===== config.mk =====
export PLATFORM = sky130hd
export DESIGN_NAME = mixer_agc_flat
export DESIGN_NICKNAME = d
export VERILOG_FILES = /design/src/rtl/mixer_agc_pkg.sv /design/src/rtl/mixer_agc_if.sv /design/src/rtl/mixer_agc_peak_tracker.sv /design/src/rtl/mixer_agc.sv /design/src/flat_wrapper.sv
export SDC_FILE = /design/constraint.sdc
export NUM_CORES = 1
export LEC_CHECK = 0
export BUFFER_PORTS_ARGS = -buffer_cell sky130_fd_sc_hd__buf_2
export CORE_AREA = 4 4 103 105
export CTS_CLUSTER_DIAMETER = 150
export DETAILED_ROUTE_END_ITERATION = 8
export DIE_AREA = 0 0 107 109
export GPL_TIMING_DRIVEN = 0
export PLACE_DENSITY = 0.78
export SYNTH_ARGS = -nofsm -noshare
export SYNTH_HDL_FRONTEND = slang
export SYNTH_HIERARCHICAL = 1
export SYNTH_SLANG_ARGS = --single-unit

===== constraint.sdc =====
create_clock -name clk_in -period 7.3 [get_ports clk_in]
set_input_delay 0.365 -clock clk_in [delete_from_list [all_inputs] [get_ports clk_in]]
set_output_delay 0.365 -clock clk_in [all_outputs]
set_load 0.03 [all_outputs]

===== src/rtl/mixer_agc_pkg.sv =====
// Shared types, widths and helpers for the mixer_agc sequencing and gain-control slice.
package mixer_agc_pkg;

  localparam int AGC_SHIFT_W = 5;
  localparam int AGC_DATA_W  = 24;

  typedef enum logic [1:0] {
    AGC_IDLE,
    AGC_LAUNCH,
    AGC_WAIT_MIX,
    AGC_UPDATE
  } agc_state_t;

  // Magnitude of a signed sample; the most negative code saturates to full-scale positive.
  function automatic logic [AGC_DATA_W-1:0] sat_abs(input logic signed [AGC_DATA_W-1:0] x);
    logic [AGC_DATA_W-1:0] r;
    if (x[AGC_DATA_W-1] && (x[AGC_DATA_W-2:0] == '0)) begin
      r = {1'b0, {(AGC_DATA_W-1){1'b1}}};
    end else if (x[AGC_DATA_W-1]) begin
      r = -x;
    end else begin
      r = x;
    end
    return r;
  endfunction

endpackage


===== src/rtl/mixer_agc_if.sv =====
// Sample strobe, mixer handshake and audio output bundle; master is the mixer_agc side.
interface mixer_agc_if;

  logic                                    sample_valid_in;
  logic                                    mix_valid_out;
  logic        [mixer_agc_pkg::AGC_SHIFT_W-1:0] shift_out;
  logic signed [mixer_agc_pkg::AGC_DATA_W-1:0]  mixed_in;
  logic                                    mixed_valid_in;
  logic signed [mixer_agc_pkg::AGC_DATA_W-1:0]  audio_out;
  logic                                    audio_valid_out;
  logic                                    overrun_out;
  logic                                    timeout_out;
  logic                                    busy_out;

  modport master (
    input  sample_valid_in, mixed_in, mixed_valid_in,
    output mix_valid_out, shift_out, audio_out, audio_valid_out,
           overrun_out, timeout_out, busy_out
  );

  modport slave (
    output sample_valid_in, mixed_in, mixed_valid_in,
    input  mix_valid_out, shift_out, audio_out, audio_valid_out,
           overrun_out, timeout_out, busy_out
  );

endinterface


===== src/rtl/mixer_agc_peak_tracker.sv =====
// peak_tracker: saturating magnitude of the current sample and a registered running maximum.
module peak_tracker
  import mixer_agc_pkg::*;
(
  input  logic                         clk_i,
  input  logic                         rst_i,
  input  logic signed [AGC_DATA_W-1:0] sample_i,
  input  logic                         update_i,
  input  logic                         clear_i,
  output logic        [AGC_DATA_W-1:0] mag_o,
  output logic        [AGC_DATA_W-1:0] peak_o
);

  logic [AGC_DATA_W-1:0] peak_q;
  logic [AGC_DATA_W-1:0] peak_d;

  assign mag_o = sat_abs(sample_i);

  always_comb begin
    peak_d = peak_q;
    if (clear_i) begin
      peak_d = '0;
    end else if (update_i && (mag_o > peak_q)) begin
      peak_d = mag_o;
    end
  end

  always_ff @(posedge clk_i) begin
    if (rst_i) begin
      peak_q <= '0;
    end else begin
      peak_q <= peak_d;
    end
  end

  assign peak_o = peak_q;

endmodule


===== src/rtl/mixer_agc.sv =====
// mixer_agc: launches one mixer pass per sample strobe, forwards the result and steers the mixer shift.
// Optional MIXER_AGC_CLIP_EN: a clipped result raises the shift at once instead of waiting for the window.
module mixer_agc
  import mixer_agc_pkg::*;
#(
  parameter int          WINDOW      = 1024,
  parameter int          SHIFT_INIT  = 16,
  parameter int          SHIFT_MIN   = 0,
  parameter int          SHIFT_MAX   = 31,
  parameter logic [23:0] HIGH_THRESH = 24'h600000,
  parameter logic [23:0] LOW_THRESH  = 24'h100000,
  parameter int          MIX_TIMEOUT = 4096
) (
  input logic         clk_in,
  input logic         rst_in,
  mixer_agc_if.master agc
);

  localparam int CNT_W = $clog2(WINDOW);
  localparam int TMO_W = $clog2(MIX_TIMEOUT + 1);

  localparam logic [CNT_W-1:0]       WIN_LAST   = CNT_W'(WINDOW - 1);
  localparam logic [TMO_W-1:0]       TMO_LAST   = TMO_W'(MIX_TIMEOUT - 1);
  localparam logic [AGC_SHIFT_W-1:0] SHIFT_RST  = AGC_SHIFT_W'(SHIFT_INIT);
  localparam logic [AGC_SHIFT_W-1:0] SHIFT_LO   = AGC_SHIFT_W'(SHIFT_MIN);
  localparam logic [AGC_SHIFT_W-1:0] SHIFT_HI   = AGC_SHIFT_W'(SHIFT_MAX);

  agc_state_t                   state_q;
  logic                         mix_valid_q;
  logic                         audio_valid_q;
  logic                         overrun_q;
  logic                         timeout_q;
  logic                         busy_q;
  logic signed [AGC_DATA_W-1:0] audio_q;
  logic [AGC_SHIFT_W-1:0]       shift_q;
  logic [AGC_SHIFT_W-1:0]       shift_d;
  logic [CNT_W-1:0]             count_q;
  logic [CNT_W-1:0]             count_d;
  logic [TMO_W-1:0]             tmo_q;

  logic [AGC_DATA_W-1:0]        mag;
  logic [AGC_DATA_W-1:0]        peak;
  logic [AGC_DATA_W-1:0]        peak_max;
  logic                         window_clear;

  peak_tracker u_peak (
    .clk_i    (clk_in),
    .rst_i    (rst_in),
    .sample_i (audio_q),
    .update_i (state_q == AGC_UPDATE),
    .clear_i  (window_clear),
    .mag_o    (mag),
    .peak_o   (peak)
  );

  // The decision must include the sample being folded in this cycle.
  assign peak_max = (mag > peak) ? mag : peak;

`ifdef MIXER_AGC_CLIP_EN
  logic clipped;
  // Full-scale either way: every magnitude bit differs from the sign bit.
  assign clipped = &(audio_q[AGC_DATA_W-2:0] ^ {(AGC_DATA_W-1){audio_q[AGC_DATA_W-1]}});
`endif

  always_comb begin
    shift_d      = shift_q;
    count_d      = count_q;
    window_clear = 1'b0;
    if (state_q == AGC_UPDATE) begin
      count_d = count_q + 1'b1;
`ifdef MIXER_AGC_CLIP_EN
      if (clipped && (shift_q < SHIFT_HI)) begin
        shift_d      = shift_q + 1'b1;
        count_d      = '0;
        window_clear = 1'b1;
      end else if (count_q == WIN_LAST) begin
`else
      if (count_q == WIN_LAST) begin
`endif
        if ((peak_max > HIGH_THRESH) && (shift_q < SHIFT_HI)) begin
          shift_d = shift_q + 1'b1;
        end else if ((peak_max < LOW_THRESH) && (shift_q > SHIFT_LO)) begin
          shift_d = shift_q - 1'b1;
        end
        count_d      = '0;
        window_clear = 1'b1;
      end
    end
  end

  always_ff @(posedge clk_in) begin
    if (rst_in) begin
      state_q       <= AGC_IDLE;
      mix_valid_q   <= 1'b0;
      audio_valid_q <= 1'b0;
      overrun_q     <= 1'b0;
      timeout_q     <= 1'b0;
      busy_q        <= 1'b0;
      audio_q       <= '0;
      shift_q       <= SHIFT_RST;
      count_q       <= '0;
      tmo_q         <= '0;
    end else begin
      mix_valid_q   <= 1'b0;
      audio_valid_q <= 1'b0;
      timeout_q     <= 1'b0;
      // Strobes arriving while a pass is in flight are reported and dropped.
      overrun_q     <= agc.sample_valid_in && (state_q != AGC_IDLE);
      unique case (state_q)
        AGC_IDLE: begin
          if (agc.sample_valid_in) begin
            state_q     <= AGC_LAUNCH;
            mix_valid_q <= 1'b1;
            busy_q      <= 1'b1;
          end
        end
        AGC_LAUNCH: begin
          tmo_q   <= '0;
          state_q <= AGC_WAIT_MIX;
        end
        AGC_WAIT_MIX: begin
          tmo_q <= tmo_q + 1'b1;
          if (agc.mixed_valid_in) begin
            audio_q       <= agc.mixed_in;
            audio_valid_q <= 1'b1;
            state_q       <= AGC_UPDATE;
          end else if (tmo_q == TMO_LAST) begin
            timeout_q <= 1'b1;
            busy_q    <= 1'b0;
            state_q   <= AGC_IDLE;
          end
        end
        AGC_UPDATE: begin
          shift_q <= shift_d;
          count_q <= count_d;
          busy_q  <= 1'b0;
          state_q <= AGC_IDLE;
        end
        default: begin
          busy_q  <= 1'b0;
          state_q <= AGC_IDLE;
        end
      endcase
    end
  end

  assign agc.mix_valid_out   = mix_valid_q;
  assign agc.shift_out       = shift_q;
  assign agc.audio_out       = audio_q;
  assign agc.audio_valid_out = audio_valid_q;
  assign agc.overrun_out     = overrun_q;
  assign agc.timeout_out     = timeout_q;
  assign agc.busy_out        = busy_q;

endmodule


===== src/flat_wrapper.sv =====
// flat-port wrapper written by rule: the top's interface ports become plain ports
module mixer_agc_flat import mixer_agc_pkg::*;
#(
  parameter int          WINDOW      = 1024,
  parameter int          SHIFT_INIT  = 16,
  parameter int          SHIFT_MIN   = 0,
  parameter int          SHIFT_MAX   = 31,
  parameter logic [23:0] HIGH_THRESH = 24'h600000,
  parameter logic [23:0] LOW_THRESH  = 24'h100000,
  parameter int          MIX_TIMEOUT = 4096
)
  (clk_in, rst_in, agc_sample_valid_in, agc_mixed_in, agc_mixed_valid_in, agc_mix_valid_out, agc_shift_out, agc_audio_out, agc_audio_valid_out, agc_overrun_out, agc_timeout_out, agc_busy_out);
  mixer_agc_if agc_i ();
  input logic clk_in;
  input logic rst_in;
  input wire logic [$bits(agc_i.sample_valid_in)-1:0] agc_sample_valid_in;
  input wire logic [$bits(agc_i.mixed_in)-1:0] agc_mixed_in;
  input wire logic [$bits(agc_i.mixed_valid_in)-1:0] agc_mixed_valid_in;
  output wire logic [$bits(agc_i.mix_valid_out)-1:0] agc_mix_valid_out;
  output wire logic [$bits(agc_i.shift_out)-1:0] agc_shift_out;
  output wire logic [$bits(agc_i.audio_out)-1:0] agc_audio_out;
  output wire logic [$bits(agc_i.audio_valid_out)-1:0] agc_audio_valid_out;
  output wire logic [$bits(agc_i.overrun_out)-1:0] agc_overrun_out;
  output wire logic [$bits(agc_i.timeout_out)-1:0] agc_timeout_out;
  output wire logic [$bits(agc_i.busy_out)-1:0] agc_busy_out;
  assign agc_i.sample_valid_in = agc_sample_valid_in;
  assign agc_i.mixed_in = agc_mixed_in;
  assign agc_i.mixed_valid_in = agc_mixed_valid_in;
  assign agc_mix_valid_out = agc_i.mix_valid_out;
  assign agc_shift_out = agc_i.shift_out;
  assign agc_audio_out = agc_i.audio_out;
  assign agc_audio_valid_out = agc_i.audio_valid_out;
  assign agc_overrun_out = agc_i.overrun_out;
  assign agc_timeout_out = agc_i.timeout_out;
  assign agc_busy_out = agc_i.busy_out;
  mixer_agc #(.WINDOW(WINDOW), .SHIFT_INIT(SHIFT_INIT), .SHIFT_MIN(SHIFT_MIN), .SHIFT_MAX(SHIFT_MAX), .HIGH_THRESH(HIGH_THRESH), .LOW_THRESH(LOW_THRESH), .MIX_TIMEOUT(MIX_TIMEOUT)) u_core (.clk_in(clk_in), .rst_in(rst_in), .agc(agc_i));
endmodule

Word level (Yosys, flattened, before mapping)
Index checks and enable logic that the tools add are counted.
Storage, ports and cells
  register bits: 83
  bits of input ports: 28
  output and inout port bits: 34
  word-level logic and storage cells: 71
Operators by class
  $add $sub $neg: 5
  $lt $le $gt $ge: 5
  eq/ne operators: 9
  mux-type cells: 20
  bitwise gates (word level): 2
  reduce and logical (&&, ||, !) cells: 19
Operators with widths (count)
  $mux W24: 3
  $pmux W13 S2: 1
  $gt A24 B23 Y1 const B: 1
  $gt A24 B24 Y1: 1
  $lt A24 B21 Y1 const B: 1
  $neg A24 Y24: 1
  $logic_not A23 Y1: 1
  $add A13 B1 Y13 const B: 1
  $eq A13 B12 Y1 const B: 1
  $add A10 B1 Y10 const B: 1
  $eq A10 B10 Y1 const B: 1
  $mux W10: 1
  $mux W5: 2
  $mux W1: 8
  $pmux W2 S4: 1
  $mux W2: 3
  $reduce_bool A2 Y1: 3
  $reduce_or A2 Y1: 3
  $add A5 B1 Y5 const B: 1
  $gt A5 B1 Y1 const B: 1
  $logic_and A1 B1 Y1: 5
  $lt A5 B5 Y1 const B: 1
  $sub A5 B1 Y5 const B: 1
  $eq A2 B2 Y1 const B: 2
  other kinds (12): 15

Longest topological paths before layout
Gate-level depths: netlist (run 1).
  depth after elaboration: 9
  depth in mapped cells: 21
  gate-level depth less buffers: 21

By module
Netlist (run 1), hierarchy kept.
By module, submodules not included
  mixer_agc: instances 1, cells each 410, area each 3294.4 µm², sequential area each 1181.1 µm²
  peak_tracker: instances 1, cells each 298, area each 2249.7 µm², sequential area each 480.5 µm²

Worst setup path after synthesis (run 1)
No wires, ideal clock.
  kind: reg2reg
  start: reg u_core.audio_q[3], in the netlist u_core/agc.audio_out[3]
  end: reg u_core.shift_q[4], in the netlist u_core/agc.shift_out[4]
  setup time: 0.072 ns
  arrival time: 4.546 ns
  data required time: 7.228 ns
  path slack: 2.682 ns
  stages on the path, launching flop included: 17
  path buffers: 0
  clock period less this slack: 4.618 ns
  cells stage by stage: dfxtp_1 > or4_1 > nor4_1 > a211oi_1 > nor3_1 > ha_1 > nand4_1 > nor4_4 > and2_4 > a31oi_2 > or4_4 > nand3_1 > ha_1 > a21o_1 > a21oi_1 > mux2i_4 > mux2i_1
Between the ends
  longest elaborated chain between the ends: 9
  elaborated cells between the ends (all ways): 14
  classes of those cells: add/sub: 1; order compare: 3; mux: 4; reduce/logical: 6
RTL lines
  start, declared: line mixer_agc.sv:34  | logic signed [AGC_DATA_W-1:0] audio_q;
  start signal, assigned: line mixer_agc.sv:124  | audio_q <= agc.mixed_in;
  $neg A24 Y24 or $logic_not A23 Y1 (tied branches): line mixer_agc_pkg.sv:20, mixer_agc_pkg.sv:17
  $mux W24 or $logic_and A1 B1 Y1 (tied branches): line mixer_agc_pkg.sv:19, mixer_agc_pkg.sv:17
  $mux W24 *: line mixer_agc_pkg.sv:17  | if (x[AGC_DATA_W-1] && (x[AGC_DATA_W-2:0] == '0)) begin
  via u_core.mag[14]: line mixer_agc.sv:41  | logic [AGC_DATA_W-1:0] mag;
  $gt A24 B24 Y1: line mixer_agc.sv:57  | assign peak_max = (mag > peak) ? mag : peak;
  $mux W24 *: line mixer_agc.sv:57
  $lt A24 B21 Y1 or $gt A24 B23 Y1 (tied branches): line mixer_agc.sv:82, mixer_agc.sv:80
  $logic_and A1 B1 Y1 (on tied branches): line mixer_agc.sv:82, mixer_agc.sv:80
  $reduce_bool A2 Y1 (no source line)
  $reduce_and A3 Y1 (no source line)
  end signal, assigned: line mixer_agc.sv:134  | shift_q <= shift_d;
  end, declared: line mixer_agc.sv:35  | logic [AGC_SHIFT_W-1:0] shift_q;
The timed path passes the listed nets; every way through them passes the cells marked *.
A chain may end at the register's enable or synchronous reset.

Worst setup path in the final report (run 1)
  start: reg u_core.audio_q[7], in the netlist u_core/agc.audio_out[7]
  end: reg u_core.shift_q[4], in the netlist u_core/agc.shift_out[4]
The elaborated chain is that of the path after synthesis.

==> results.cfg, run 1 <==
[flow_run]
cap_violations = 0

[logic_synthesis]
synth_top_area_cell = dfxtp_1
yosys_most_used_dff = dfxtp_1
synth_top_area_share = 0.300
synth-seq-area-share = 0.300
postSynthNetCount = 794
synth_edf_count = 0
synth-async-reset-ratio = 0
synth_cell_types = 65
syn_area_per_cell_um2 = 7.83
synth_warnings = 6
synth-seq-cells = 83
synth_area_leaders = dfxtp_1 (30%), ha_1 (13%), nand2_1 (6.5%), a21oi_1 (6.0%), nand4_1 (4.7%)
synth_area_um2 = 5540
syn_inst = 708

[critical_path]
critPathLaunch = u_core/agc.audio_out[7]$_SDFFE_PP0P_
cp_max_fo = 10
crit_path_end_kind = flop
crit_path_start_kind = flop
r2r-start = u_core/agc.audio_out[7]$_SDFFE_PP0P_
required_ns = 7.60
crit_arrival_ns = 5.82
path_class = reg2reg

[sta]
drv_slew = 0
setup_violations = 0
hold_viol = 0
rsz0062_at_grt = no
post-route-min-period_ns = 5.52
relSlewSlack = 0.455
fin_skew_ns = 0.00877
min_period_over_period = 0.757
tightest_slew_ns = 0.811
fmax_mhz = 181
timing.hold.ws_ns = 0.206
finalSetupTns_ns = 0

[finish]
n_antenna_cell = 0
final_util = 0.645
fill_cells = 872
fin_nets = 866
drive_above_1_share = 0.131
syn2layout_area_growth_pct = 12.1

[routing]
viasPerCell = 6.09
ant_nets = 0
routedWlPerCell_um = 17.1
firstDrtPassIters = 6
drt_iter0_markers = 675
drc = 0
routed_wirelength_um = 15700
vias = 5587

[floorplanning]
core_um2 = 9640
die-area_um2 = 11700
initial_core_util = 0.575
row_count = 36
die_h_um = 109
ioPinCount = 62
die_w_um = 107

[clock_network]
clkSinkCount = 83
worst_skew_pair.late_latency_ns = 0.36
cts.clk_slew.worst_paths_ns = 0.09
post_cts_resized = 0
cts_tree = yes
cts_setup_buffers = 0
htree_levels = 3
cts_hold_buf = 0
cts_buffers = 9
cts_buffer_depth = 2
cts_root_buffer = clkbuf_8

[place]
portBuffers = 61
dpl.hpwl_um = 12100
gp_congestion = 0.961

[grt]
antenna_found_initial = 0
track_usage = 0.279
grt_max_degree = 15
gr-total-overflow = 0
grt_pass1_wl_um = 26200
grt_pass1_vias = 5509

[run_status]
outcome = complete, no violations

[power]
finalPower_uw = 1900
p_leak_uw = 0.00256
vdd_drop_max_v = 0.000165
power.density_cell_area_nw_per_um2 = 305

[min_path]
hold_path_class = in2reg
hold_start = agc_mixed_valid_in
==> worst paths after layout <==
check / end / slack, ns / cells past startpoint
min: u_core/agc.timeout_out$_SDFF_PP0_ / 0.21 / 2
max reg2reg: u_core/agc.shift_out[4]$_SDFFE_PP1P_ / 1.78 / 19
min reg2reg: u_core/u_peak/peak_o[3]$_SDFFE_PP0P_ / 0.50 / 2
max: u_core/agc.shift_out[4]$_SDFFE_PP1P_ / 1.78 / 19
==> final cells by class <==
type                       instances  area, um^2  share of cell area
sequential                        83        1660               0.267
clock buffer                      10         138              0.0221
multi-input combinational        537        3540               0.569
tap                              133         166              0.0268
inverter                          59         221              0.0356
timing repair buffer              61         305              0.0491
buffer                            29         121              0.0195
clock inverter                     6        63.8              0.0103
==> critical path, stage by stage (launching register included) <==
cell,delay (ns)
dfxtp_1,0.40
nor3_2,0.47
and4_1,0.28
buf_2,0.22
nand3_1,0.23
nand3_1,0.17
a21oi_1,0.12
nor2_1,0.29
ha_1,0.32
a21oi_1,0.17
o21a_1,0.15
a2bb2oi_1,0.45
nand3_1,0.18
o21ai_0,0.39
nand3_1,0.27
fa_1,0.47
a21o_1,0.18
a21oi_1,0.26
mux2i_4,0.27
mux2i_1,0.19
==> kinds of logic (layout without fill, tap and decap cells) <==
group | Yosys count | after routing | synth area share
adder cells (fa/ha/maj) | 58 | 58 | 0.132
flip-flops | 83 | 83 | 0.300
XOR/XNOR | 31 | 31 | 0.0490
AO/OA/AOI/OAI | 151 | 151 | 0.177
buffers and inverters | 88 | 165 | 0.0618
multiplexers | 5 | 5 | 0.0113
AND/OR/NAND/NOR | 292 | 292 | 0.269
==> registers in the layout, summed over array words and instances, names as in the netlist <==
register,flops
u_core/agc.shift_out,5
u_core/agc.busy_out,1
u_core/agc.mix_valid_out,1
u_core/tmo_q,13
u_core/count_q,10
u_core/agc.audio_valid_out,1
u_core/state_q,2
u_core/agc.timeout_out,1
u_core/u_peak/peak_o,24
u_core/agc.overrun_out,1
u_core/agc.audio_out,24
==> through the flow <==
| stage | setup WS [ns] | instances | area [um^2] |
|---|---|---|---|
| global placement | 2.10 | 902 | 6020 |
| CTS | 1.93 | 918 | 6220 |
| global route | 1.44 | 918 | 6220 |
| finish | 1.78 | 918 | 6220 |
| detailed placement | 1.99 | 902 | 6020 |
| floorplan | 2.68 | 708 | 5540 |
==> metal layers <==
layer	up-vias	routed length [um]	global-route usage
met5	-	0	0
met1	2599	6480	0.352
met4	0	375	0.104
met3	44	1270	0.0468
met2	239	7530	0.480
li1	2705	-	-
==> cell usage after synthesis, drive strengths merged (6+ instances only) <==
| library cell | count |
|---|---|
| nor2 | 57 |
| nor3 | 21 |
| nand4 | 45 |
| nor4 | 15 |
| inv | 59 |
| or4 | 6 |
| nand3 | 21 |
| ha | 57 |
| buf | 7 |
| clkbuf | 22 |
| xnor2 | 12 |
| dfxtp | 83 |
| o31ai | 16 |
| xor2 | 19 |
| o211ai | 6 |
| nand2 | 97 |
| a21oi | 66 |
| o21ai | 13 |
==> placed cells by master (no fill, tap or decap), drive strengths merged, types with 3 or more instances in the layout <==
| cell | count |
|---|---|
| a211oi | 5 |
| a21o | 4 |
| a21oi | 66 |
| a311oi | 5 |
| a31oi | 5 |
| a41oi | 4 |
| and2 | 4 |
| and3 | 4 |
| buf | 68 |
| clkbuf | 32 |
| dfxtp | 83 |
| ha | 57 |
| inv | 60 |
| mux2i | 5 |
| nand2 | 97 |
| nand2b | 4 |
| nand3 | 21 |
| nand4 | 45 |
| nor2 | 57 |
| nor2b | 5 |
| nor3 | 21 |
| nor3b | 3 |
| nor4 | 15 |
| o211a | 3 |
| o211ai | 6 |
| o21a | 4 |
| o21ai | 13 |
| o31ai | 16 |
| o41ai | 3 |
| or3 | 4 |
| or4 | 6 |
| xnor2 | 12 |
| xor2 | 19 |
==> power by group <==
part / internal [uW] / switching (uW) / total [uW]
Sequential: 480 / 33.2 / 513
Combinational: 379 / 664 / 1040
Clock: 167 / 176 / 343
(Power assumes the default switching activity.)
==> run 2: changes to the inputs <==
- clock period: 7.3 -> 5.45 ns (I/O delays scaled with it)
==> run 2 against run 1 <==
  * Clock-buffer cell count is the same
  * Design area rose by 0.85%
  * Non-clock buffer count grew 3
  * Via count up 0.39%
  * Die area stayed put
  * Register-to-register slack got worse by 1.6 ns
  * Combinational power grew 38%
  * Sequential share of layout area shrank 0.22 points
  * Worst hold slack got worse by 0.091 ns
  * First-iteration DRC count decreased by 18%
  * Largest cell class unchanged
==> results.cfg, run 2 (synthesis results as in run 1) <==
[routing]
routed_wirelength_um = 15800
vias = 5609
drt_iter0_markers = 551
firstDrtPassIters = 7
routedWlPerCell_um = 17.1
drc = 0
ant_nets = 0
viasPerCell = 6.09

[floorplanning]
core_um2 = 9640
ioPinCount = 62
die-area_um2 = 11700
row_count = 36
die_h_um = 109
die_w_um = 107
initial_core_util = 0.575

[finish]
drive_above_1_share = 0.141
syn2layout_area_growth_pct = 13.1
fin_nets = 869
final_common_cell = nand2_1
final_cell_mix = nand2_1 (96), dfxtp_1 (83), a21oi_1 (66), buf_2 (65), inv_1 (59)
multi_input_area_um2 = 3570
final_util = 0.650
n_antenna_cell = 0
fill_cells = 866
fin_area_um2 = 6270
register_area_um2 = 1660

[power]
finalPower_uw = 2580
power.density_cell_area_nw_per_um2 = 411
vdd_drop_max_v = 0.000223
p_leak_uw = 0.00259

[critical_path]
crit_path_end_kind = flop
critPathLaunch = u_core/agc.audio_out[2]$_SDFFE_PP0P_
crit_path_start_kind = flop
required_ns = 5.75
crit_arrival_ns = 5.56
path_class = reg2reg
r2r-start = u_core/agc.audio_out[2]$_SDFFE_PP0P_
cp_max_fo = 8

[clock_network]
clkSinkCount = 83
cts_root_buffer = clkbuf_8
cts_buffer_depth = 2
htree_levels = 3
cts_tree = yes
worst_skew_pair.late_latency_ns = 0.36
cts.clk_slew.worst_paths_ns = 0.09
cts_buffers = 9

[grt]
gr-total-overflow = 0
grt_pass1_vias = 5509
antenna_found_initial = 0
grt_pass1_wl_um = 26200
track_usage = 0.279
grt_max_degree = 15

[place]
dpl.hpwl_um = 12100
portBuffers = 61
placed_area_um2 = 6020
gp_congestion = 0.961
dpl_worst_slack_ns = 0.140

[sta]
relSlewSlack = 0.479
fmax_mhz = 190
min_period_over_period = 0.965
post-route-min-period_ns = 5.26
tightest_slew_ns = 0.779
hold_viol = 0
fin_skew_ns = 0.00910
finalSetupTns_ns = 0
setup_violations = 0
worst_slack_ns = 0.189
rsz0062_at_grt = no
drv_slew = 0

[min_path]
hold_start = agc_mixed_valid_in
hold_path_class = in2reg

[run_status]
outcome = complete, no violations

[flow_run]
cap_violations = 0
-- run 2: changes by cell type in the layout (fill, tap and decap cells not counted), moves of 2 or more --
| cell | change |
|---|---|
| buf_4 | +3 |
| nor3_1 | -2 |
| o21ai_0 | -2 |
| o21ai_1 | +2 |
-- run 2: cell type report --
cell class	count	area share
Buffer	29	0.0196
Timing Repair Buffer	64	0.0523
Inverter	59	0.0353
Clock buffer	10	0.0220
Clock inverter	6	0.0102
Sequential cell	83	0.265
Tap cell	133	0.0265
Multi-Input combinational cell	537	0.569
-- run 2: power breakdown --
group / internal (uW) / switching, uW / total, uW
logic: 532 / 896 / 1430
registers: 642 / 45.7 / 688
clock network: 224 / 235 / 460
-- run 2: worst max-delay path, cell delays in order (launching register included) --
cell and delay [ns]:
dfxtp_1 0.41, or4_1 0.61, nor2_2 0.30, nand3_1 0.26, nand3_1 0.17, a21oi_1 0.11
nor2_1 0.29, ha_1 0.25, nand4_2 0.19, nor4_4 0.27, buf_4 0.18, and2_4 0.16
a31oi_2 0.04, or4_4 0.53, nand3_1 0.20, ha_1 0.30, a21o_1 0.19, a21oi_1 0.26
mux2i_4 0.27, mux2i_1 0.19
-- run 2: final timing paths --
path / end / slack, ns / depth (start not counted)
setup reg to reg: u_core/agc.shift_out[4]$_SDFFE_PP1P_ / 0.19 / 19
setup / recovery: u_core/agc.shift_out[4]$_SDFFE_PP1P_ / 0.19 / 19
hold reg to reg: u_core/u_peak/peak_o[3]$_SDFFE_PP0P_ / 0.50 / 2
hold / removal: u_core/agc.timeout_out$_SDFF_PP0_ / 0.11 / 2
-- run 2: what timing repair did --
item                                    4_1_cts  5_1_grt
buffers inserted                              0        3
hold buffers                                  0        0
endpoints found under the setup margin        0        2
gates resized for setup                       0        9
-- run 2: through the flow --
| stage | std cells | hold slack (ns) |
|---|---|---|
| 4_1_cts | 918 | 0.0992 |
| 3_5_place_dp | 902 | 0.481 |
| 2_1_floorplan | 708 | 0.349 |
| 3_3_place_gp | 902 | 0.468 |
| 6_report | 921 | 0.115 |
| 5_1_grt | 921 | 0.123 |
-- run 2: per-layer routing --
| metal | share of wire | vias to the layer above | GRT usage |
|---|---|---|---|
| met2 | 0.48 | 251 | 0.480 |
| met1 | 0.42 | 2610 | 0.352 |
| met4 | 0.024 | 0 | 0.104 |
| met3 | 0.079 | 36 | 0.0468 |
| li1 | - | 2712 | - |
| met5 | 0 | - | 0 |
